## src/rtl/seven_seg_scan_if.sv

```systemverilog
// rtl/seven_seg_scan_if.sv - digit inputs and segment/anode outputs of the display scanner
interface seven_seg_scan_if;
    logic [15:0] digits;
    logic [3:0]  blink_en;
    logic [3:0]  dp_en;
    logic [6:0]  seg;
    logic        dp;
    logic [3:0]  an;
    logic        frame_start;

    modport master (
        output digits, blink_en, dp_en,
        input  seg, dp, an, frame_start
    );

    modport slave (
        input  digits, blink_en, dp_en,
        output seg, dp, an, frame_start
    );
endinterface

```

## src/rtl/seven_seg_scan.sv

```systemverilog
// rtl/seven_seg_scan.sv - four-digit common-anode 7-segment scanner with guard blanking and blink
module seven_seg_scan #(
    parameter int SCAN_DIV  = 100000,
    parameter int GUARD     = 16,
    parameter int BLINK_DIV = 50000000
) (
    input  logic             master_clk,
    input  logic             rst,
    seven_seg_scan_if.slave  bus
);
    localparam int CNT_MAX = (SCAN_DIV > GUARD) ? SCAN_DIV : GUARD;
    localparam int CNT_W   = (CNT_MAX > 1) ? $clog2(CNT_MAX) : 1;
    localparam int BLINK_W = (BLINK_DIV > 1) ? $clog2(BLINK_DIV) : 1;
    localparam logic [CNT_W-1:0]   SCAN_LAST  = CNT_W'(SCAN_DIV - 1);
    localparam logic [CNT_W-1:0]   GUARD_LAST = CNT_W'((GUARD > 0) ? GUARD - 1 : 0);
    localparam logic [BLINK_W-1:0] BLINK_LAST = BLINK_W'(BLINK_DIV - 1);

    typedef enum logic {BLANK, SHOW} state_t;

    state_t             state;
    logic [CNT_W-1:0]   cnt;
    logic [1:0]         idx;
    logic [BLINK_W-1:0] blink_cnt;
    logic               blink_phase;
    logic [15:0]        snap_digits;
    logic [3:0]         snap_blink;
    logic [3:0]         snap_dp;

    logic        blank_done, show_done, enter_show, stay_show, load, dark;
    logic [1:0]  next_idx;
    logic [15:0] eff_digits;
    logic [3:0]  eff_blink, eff_dp, cur_digit, show_an;
    logic [6:0]  show_seg;
    logic        show_dp;

    function automatic logic [6:0] decode(input logic [3:0] d);
        case (d)
            4'd0:    decode = 7'b1000000;
            4'd1:    decode = 7'b1111001;
            4'd2:    decode = 7'b0100100;
            4'd3:    decode = 7'b0110000;
            4'd4:    decode = 7'b0011001;
            4'd5:    decode = 7'b0010010;
            4'd6:    decode = 7'b0000010;
            4'd7:    decode = 7'b1111000;
            4'd8:    decode = 7'b0000000;
            4'd9:    decode = 7'b0010000;
            default: decode = 7'b0111111;
        endcase
    endfunction

    // Outputs are registered, so everything is computed for the digit lit on the next cycle.
    always_comb begin
        blank_done = (GUARD == 0) || (cnt == GUARD_LAST);
        show_done  = (cnt == SCAN_LAST);
        enter_show = 1'b0;
        stay_show  = 1'b0;
        next_idx   = idx;
        if (state == BLANK) begin
            enter_show = blank_done;
        end else if (show_done) begin
            next_idx   = idx + 2'd1;
            enter_show = (GUARD == 0);
        end else begin
            stay_show  = 1'b1;
        end
        load       = enter_show && (next_idx == 2'd0);
        eff_digits = load ? bus.digits   : snap_digits;
        eff_blink  = load ? bus.blink_en : snap_blink;
        eff_dp     = load ? bus.dp_en    : snap_dp;
        cur_digit  = eff_digits[{next_idx, 2'b00} +: 4];
        dark       = !blink_phase && eff_blink[next_idx];
        show_seg   = dark ? 7'h7F : decode(cur_digit);
        show_dp    = dark ? 1'b1  : ~eff_dp[next_idx];
        show_an    = ~(4'b0001 << next_idx);
    end

    always_ff @(posedge master_clk or negedge rst) begin
        if (!rst) begin
            state           <= BLANK;
            cnt             <= '0;
            idx             <= 2'd0;
            snap_digits     <= '0;
            snap_blink      <= '0;
            snap_dp         <= '0;
            bus.an          <= 4'b1111;
            bus.seg         <= 7'h7F;
            bus.dp          <= 1'b1;
            bus.frame_start <= 1'b0;
        end else begin
            bus.frame_start <= load;
            if (load) begin
                snap_digits <= bus.digits;
                snap_blink  <= bus.blink_en;
                snap_dp     <= bus.dp_en;
            end
            if (enter_show || stay_show) begin
                bus.an  <= show_an;
                bus.seg <= show_seg;
                bus.dp  <= show_dp;
            end else begin
                bus.an  <= 4'b1111;
                bus.seg <= 7'h7F;
                bus.dp  <= 1'b1;
            end
            case (state)
                BLANK: begin
                    if (blank_done) begin
                        state <= SHOW;
                        cnt   <= '0;
                    end else begin
                        cnt   <= cnt + CNT_W'(1);
                    end
                end
                SHOW: begin
                    if (show_done) begin
                        idx   <= next_idx;
                        cnt   <= '0;
                        state <= (GUARD == 0) ? SHOW : BLANK;
                    end else begin
                        cnt   <= cnt + CNT_W'(1);
                    end
                end
                default: state <= BLANK;
            endcase
        end
    end

    // Blink timebase runs free of the scan so the blink rate is independent of SCAN_DIV.
    always_ff @(posedge master_clk or negedge rst) begin
        if (!rst) begin
            blink_cnt   <= '0;
            blink_phase <= 1'b1;
        end else if (blink_cnt == BLINK_LAST) begin
            blink_cnt   <= '0;
            blink_phase <= ~blink_phase;
        end else begin
            blink_cnt   <= blink_cnt + BLINK_W'(1);
        end
    end
endmodule

```

## src/flat_wrapper.sv

```systemverilog
// flat-port wrapper written by rule: the top's interface ports become plain ports
module seven_seg_scan_flat 
#(
    parameter int SCAN_DIV  = 100000,
    parameter int GUARD     = 16,
    parameter int BLINK_DIV = 50000000
)
  (master_clk, rst, bus_digits, bus_blink_en, bus_dp_en, bus_seg, bus_dp, bus_an, bus_frame_start);
  seven_seg_scan_if bus_i ();
  input  logic master_clk;
  input  logic rst;
  input wire logic [$bits(bus_i.digits)-1:0] bus_digits;
  input wire logic [$bits(bus_i.blink_en)-1:0] bus_blink_en;
  input wire logic [$bits(bus_i.dp_en)-1:0] bus_dp_en;
  output wire logic [$bits(bus_i.seg)-1:0] bus_seg;
  output wire logic [$bits(bus_i.dp)-1:0] bus_dp;
  output wire logic [$bits(bus_i.an)-1:0] bus_an;
  output wire logic [$bits(bus_i.frame_start)-1:0] bus_frame_start;
  assign bus_i.digits = bus_digits;
  assign bus_i.blink_en = bus_blink_en;
  assign bus_i.dp_en = bus_dp_en;
  assign bus_seg = bus_i.seg;
  assign bus_dp = bus_i.dp;
  assign bus_an = bus_i.an;
  assign bus_frame_start = bus_i.frame_start;
  seven_seg_scan #(.SCAN_DIV(SCAN_DIV), .GUARD(GUARD), .BLINK_DIV(BLINK_DIV)) u_core (.master_clk(master_clk), .rst(rst), .bus(bus_i));
endmodule
```

## config.mk

```make
export PLATFORM = sky130hd
export DESIGN_NAME = seven_seg_scan_flat
export DESIGN_NICKNAME = d
export VERILOG_FILES = /design/src/rtl/seven_seg_scan_if.sv /design/src/rtl/seven_seg_scan.sv /design/src/flat_wrapper.sv
export SDC_FILE = /design/constraint.sdc
export NUM_CORES = 1
export LEC_CHECK = 0
export BUFFER_PORTS_ARGS = -buffer_cell sky130_fd_sc_hd__buf_4
export CORE_MARGIN = 2
export CORE_UTILIZATION = 60
export CTS_CLUSTER_SIZE = 14
export DETAILED_ROUTE_END_ITERATION = 16
export GPL_TIMING_DRIVEN = 0
export PLACE_DENSITY = 0.8
export SLEW_MARGIN = 25
export SYNTH_ARGS = -nofsm -noshare
export SYNTH_HDL_FRONTEND = slang
export SYNTH_SLANG_ARGS = --single-unit
```

## constraint.sdc

```tcl
create_clock -name master_clk -period 8.5 [get_ports master_clk]
set_input_delay 0.425 -clock master_clk [delete_from_list [all_inputs] [get_ports master_clk]]
set_output_delay 0.425 -clock master_clk [all_outputs]
set_load 0.05 [all_outputs]
```

Yosys cells after proc, flatten, opt, wreduce, memory -nomap -nowiden
Memory sizes are Yosys's and may differ from the RTL's.
Index checks and enable logic that the tools add are counted.
- register bits after elaboration: 84
- memory bits (read-only): 112
- input port bits: 26
- output and inout bits: 13
- logic and storage cells: 55
- memories: 1
- memory list (memory ; words ; bits a word ; rd ports ; clocked after Yosys merged registers in ; write ports ; RTL line ; RTL):
    (no name shown) ; 16 ; 7 ; 1 ; 0 ; 0 ; seven_seg_scan.sv:37 ; case (d)
- add/subtract/negate cells: 3
- $lt $le $gt $ge: 1
- equal/unequal tests: 3
- shifts and indexed selects: 2
- muxes and demuxes: 23
- bitwise operators: 4
- reduce and logical (&&, ||, !) cells: 6
- operators by type and width (operator ; count):
    $mux 17 ; 2
    $pmux 17 s2 ; 1
    $add 26x1->26 const B ; 1
    $eq 26x26->1 const B ; 1
    $mux 26 ; 1
    $add 17x1->17 const B ; 1
    $eq 17x17->1 const B ; 1
    $eq 17x4->1 const B ; 1
    $mux 16 ; 1
    $shiftx 16x5->4 ; 1
    $mux 7 ; 2
    $mux 4 ; 3
    $mux 1 ; 8
    $bmux 1 s2 ; 2
    $mux 2 ; 2
    $not 4->4 ; 1
    $shl 1x2->4 const A ; 1
    $lt 2x3->1 const B ; 1
    $not 1->1 ; 3
    $add 2x1->2 const B ; 1
    $logic_and 1x1->1 ; 2
    $logic_not 2->1 ; 1
    $pmux 1 s2 ; 1
    $reduce_and 2->1 ; 1
    other kinds (2) ; 2

Logic depth before layout (Yosys ltp)
- depth in word-level cells: 11
- mapped depth: 12
- gate-level depth less buffers: 11

Worst setup path before layout
OpenSTA, ideal clock, no wires.
- path type: register to register
- from: register u_core.cnt[0]
- to: register u_core.bus.seg[4]
- library setup time: 81 ps
- arrival: 2752 ps
- data required time: 8419 ps
- setup slack: 5667 ps
- stages on the path, launching flop included: 12
- path buffers: 1
- period minus slack after synthesis: 2833 ps
- path through: dfrtp_1 > ha_1 > and3_1 > and4b_1 > buf_4 > a21boi_0 > a221oi_1 > nor4_2 > inv_1 > ha_1 > mux2_2 > a32oi_1
- longest elaborated chain between the ends: 11
- elaborated cells on any way between the ends: 19
- those cells by class: 2 x eq/ne; 1 x shift; 11 x mux; 4 x reduce/logical; 1 x memory
- ends and longest elaborated chain (what ; RTL line ; RTL):
    start, declared ; seven_seg_scan.sv:21 ; logic [CNT_W-1:0] cnt;
    start signal, assigned ; seven_seg_scan.sv:112 ; cnt <= cnt + CNT_W'(1);
    start signal, assigned ; seven_seg_scan.sv:121 ; cnt <= cnt + CNT_W'(1);
    parallel branches: the longest is 10 deep, another holds $mem_v2 16x7 ; -- ;
    $mux 7 * ; seven_seg_scan.sv:97 ; if (enter_show || stay_show) begin
    end signal, assigned ; seven_seg_scan.sv:99 ; bus.seg <= show_seg;
    end, declared ; seven_seg_scan_if.sv:18 ; output seg, dp, an, frame_start
Mark *: on every way between the ends. The select of a mux whose other input is x is not followed.
A chain may end at the register's enable or synchronous reset.

Worst setup path in the final report
Same ends and word-level chain as after synthesis.

==> impl_metrics.yaml <==
pwr:
  seq_power_share_pct: 56.7
  ir_worst_vdd_uv: 69.0
  powerDensity_nw_per_um2: 151
  p_int_uw: 561
  p_leak_nw: 2.19
  switching_power_uw: 168
  combPwrFrac_pct: 7.2
  clkPwrFrac_pct: 36.2
  netSwitchingFraction_pct: 23.1
yosys:
  postSynthAreaPerCell_sq_um: 11.0
  synth-xor-area-share_pct: 8.10
  synth-simple-area-share_pct: 19.1
  yosys.area_share.adder_pct: 2.37
  async_flop_share_pct: 100
  synth_compound_area_share_pct: 8.45
  ys.flop_type: "dfrtp_1"
  synth_top_family_by_area: "simple AND/OR/NAND/NOR gates"
  muxShareOfSynthArea_pct: 8.75
  syn-num-nets: 418
  syn_inst: 384
  synth_warnings: 0
  yosysUniqueCellTypes: 59
  synth_area_sq_um: 4220
  synth_seq_area_share_pct: 50.2
  ys_ff_latch: 84
  synth_edf_count: 0
sta:
  finalSetupViolCount: 0
  hold_viol: 0
  setup_ws_ns: 5.20
  rsz0062_at_grt: "no"
  timing.fmax_ghz: 0.303
  worst_pin_slew_ns: 0.768
  skew_ns: 0.0112
  slew_viol_final: 0
  max_slew_margin_pct: 48.4
  fin_tns_setup_ns: 0
  finalCritPeriodShare_pct: 38.9
  final.min_clock_period_ns: 3.30
die:
  fp.dieW_um: 87.8
  fp-row-count: 30
  pin_count: 39
  initial_utilization_pct: 62.1
  die_area_sq_um: 7720
  core_sq_um: 6790
  die_y_um: 87.8
drt:
  vias: 3101
  drt_iter0_markers: 227
  wl_per_cell_um: 15.6
  routed_wl_um: 8330
  drc: 0
  postRouteAntennaNets: 0
  routed_via_density: 5.81
  drt_pre_antenna_iters: 4
cells_and_area:
  post-route-util_pct: 70.9
  ff_latch_area_sq_um: 2120
  fill_cells: 488
  final_cells: 534
  antenna_cells: 0
  area_growth_pct: 14.2
  multi_input_area_sq_um: 1980
  fin_nets: 467
  drive_above_1_share_pct: 24.0
critical_path:
  cpMostUsedCell: "ha_1"
  endpoint_kind: "register"
  crit_family: "simple AND/OR/NAND/NOR gates"
  worstSetupPathDepth: 11
  cp_max_fo: 10
  worst-setup-path-type: "register to register"
  crit_buf_inv: 2
  path_cells: "ha_1 -> and3_1 -> and4b_1 -> nand2_1 -> clkbuf_1 -> nor3_1 -> nor4_2 -> inv_1 -> ha_1 -> mux2_2 -> a32oi_1"
  r2r_cells: 11
  required_ns: 8.78
  critPathArrivalTime_ns: 3.58
  slowest_delay_ns: 0.59
  startpoint_type: "register"
  crit_path_top_delay_cell: "nor4_2"
clock_network:
  cts.sinks: 84
  cts_max_level: 3
  postCtsHoldBufs: 0
  post-cts-setup-buffers: 0
  root_buffer: "clkbuf_8"
  cts_tree: "done"
  clock_path_buffers: 2
  clk_latency_ns: 0.36
  cts_made_buffers: 9
  cts_resized: 0
  path_clk_slew_ns: 0.08
run_status:
  status: "finished, final reports clean"
flow_run:
  cap_violations: 0
global_routing:
  antenna_found_initial: 0
  first_global_vias: 3072
  grt_pass1_wl_um: 14200
  overflow: 0
  track_usage_pct: 23.6
  grt_max_degree: 85
placed_design:
  place_inst: 518
  globalplace.congestion: 0.886
  post-place-ws_ns: 5.24
  dp.final_hpwl_um: 5750
  port-buffer-count: 38
worst_hold_path:
  hp-class: "input pin to async pin"
==> cell usage after synthesis (11+ instances only) <==
library cell / n / area [sq um]
inv_1: 12 / 45.0
clkbuf_1: 12 / 45.0
nand2_1: 21 / 78.8
nand3_1: 18 / 90.1
nor2_1: 40 / 150
and3_1: 13 / 81.3
mux2_2: 23 / 259
xnor2_1: 16 / 140
xor2_1: 23 / 201
dfrtp_1: 71 / 1780
nand4_1: 11 / 68.8
dfstp_2: 13 / 342
mux2i_1: 11 / 110
==> per-stage QoR <==
step	hold WS (ns)	total power, mW	area, sq um
2_1_floorplan	0.129	0.448	4220
3_3_place_gp	0.437	0.472	4620
3_5_place_dp	0.451	0.474	4620
4_1_cts	0.283	0.736	4810
5_1_grt	0.165	0.756	4810
6_report	0.101	0.729	4810
==> area by class of cell <==
cell class | count | area share, %
Clock inverter | 2 | 0.208
Multi-Input combinational cell | 271 | 41.1
Buffer | 15 | 1.56
Clock buffer | 14 | 3.59
Timing Repair Buffer | 38 | 6.00
Tap cell | 96 | 2.49
Sequential cell | 84 | 44.0
Inverter | 14 | 1.09
==> cells by family (layout without fill, tap and decap cells) <==
logic type                 Yosys count  count (layout)
AOI/OAI and AO/OA                   46              46
muxes                               34              34
adders and majority gates            8               8
buffers and inverters               29              83
xor gates and xnor gates            39              39
DFF                                 84              84
and+or+nand+nor                    144             144
==> cell usage in the layout, fill, tap and decap left out, types with 2 or more instances in the layout <==
| cell | instances |
|---|---|
| dfrtp_1 | 71 |
| nor2_1 | 40 |
| buf_4 | 38 |
| mux2_2 | 23 |
| xor2_1 | 23 |
| nand2_1 | 21 |
| nand3_1 | 18 |
| xnor2_1 | 16 |
| clkbuf_1 | 14 |
| and3_1 | 13 |
| dfstp_2 | 13 |
| inv_1 | 12 |
| clkbuf_8 | 12 |
| mux2i_1 | 11 |
| nand4_1 | 11 |
| o21ai_0 | 9 |
| nor3_1 | 8 |
| a21oi_1 | 8 |
| ha_1 | 8 |
| or3_1 | 5 |
| a21boi_0 | 5 |
| a32oi_1 | 4 |
| nor4_1 | 3 |
| and2_1 | 3 |
| buf_6 | 3 |
| and4_1 | 3 |
| o21a_1 | 2 |
| nand2b_1 | 2 |
| or2_1 | 2 |
| a221oi_1 | 2 |
| clkinv_1 | 2 |
| nor2b_1 | 2 |
| clkinv_2 | 2 |
==> registers in the layout, summed over array words and instances, names as in the netlist <==
name / count
u_core.state: 1
u_core.snap_dp: 4
u_core.snap_blink: 4
u_core.bus.frame_start: 1
u_core.blink_phase: 1
u_core.idx: 2
u_core.bus.seg: 7
u_core.bus.an: 4
u_core.cnt: 17
u_core.blink_cnt: 26
u_core.bus.dp: 1
u_core.snap_digits: 16
==> worst paths after layout <==
path                            slack [ns]                      to           from
worst max-delay path                  5.20       u_core.bus.seg[4]  u_core.cnt[0]
worst min-delay path                  0.10  u_core.snap_digits[12]            rst
worst max register to register        5.20       u_core.bus.seg[4]  u_core.cnt[0]
worst min register to register        0.46           u_core.cnt[0]  u_core.cnt[0]
max in group asynchronous             7.88     u_core.blink_cnt[8]            rst
min in group master_clk               0.29   u_core.snap_digits[8]  bus_digits[8]
==> metal layers <==
layer	wire, um	part of all wire (%)	global-route usage [%]	up-vias
li1	-	-	-	1454
met1	3780	45	32.3	1534
met2	3930	47	37.4	90
met3	397	4.8	4.24	23
met4	214	2.6	9.65	0
met5	0	0	0	-
==> power by group through the flow <==
| stage | Sequential (mW) | Combinational (mW) | Clock, mW |
|---|---|---|---|
| 2_1_floorplan | 0.430 | 0.0184 | 0 |
| 3_3_place_gp | 0.421 | 0.0513 | 0 |
| 5_1_grt | 0.414 | 0.0574 | 0.284 |
| 4_1_cts | 0.413 | 0.0527 | 0.270 |
| 3_5_place_dp | 0.421 | 0.0527 | 0 |
| 6_report | 0.413 | 0.0523 | 0.264 |
No activity file was read; power rests on OpenSTA's default activity.
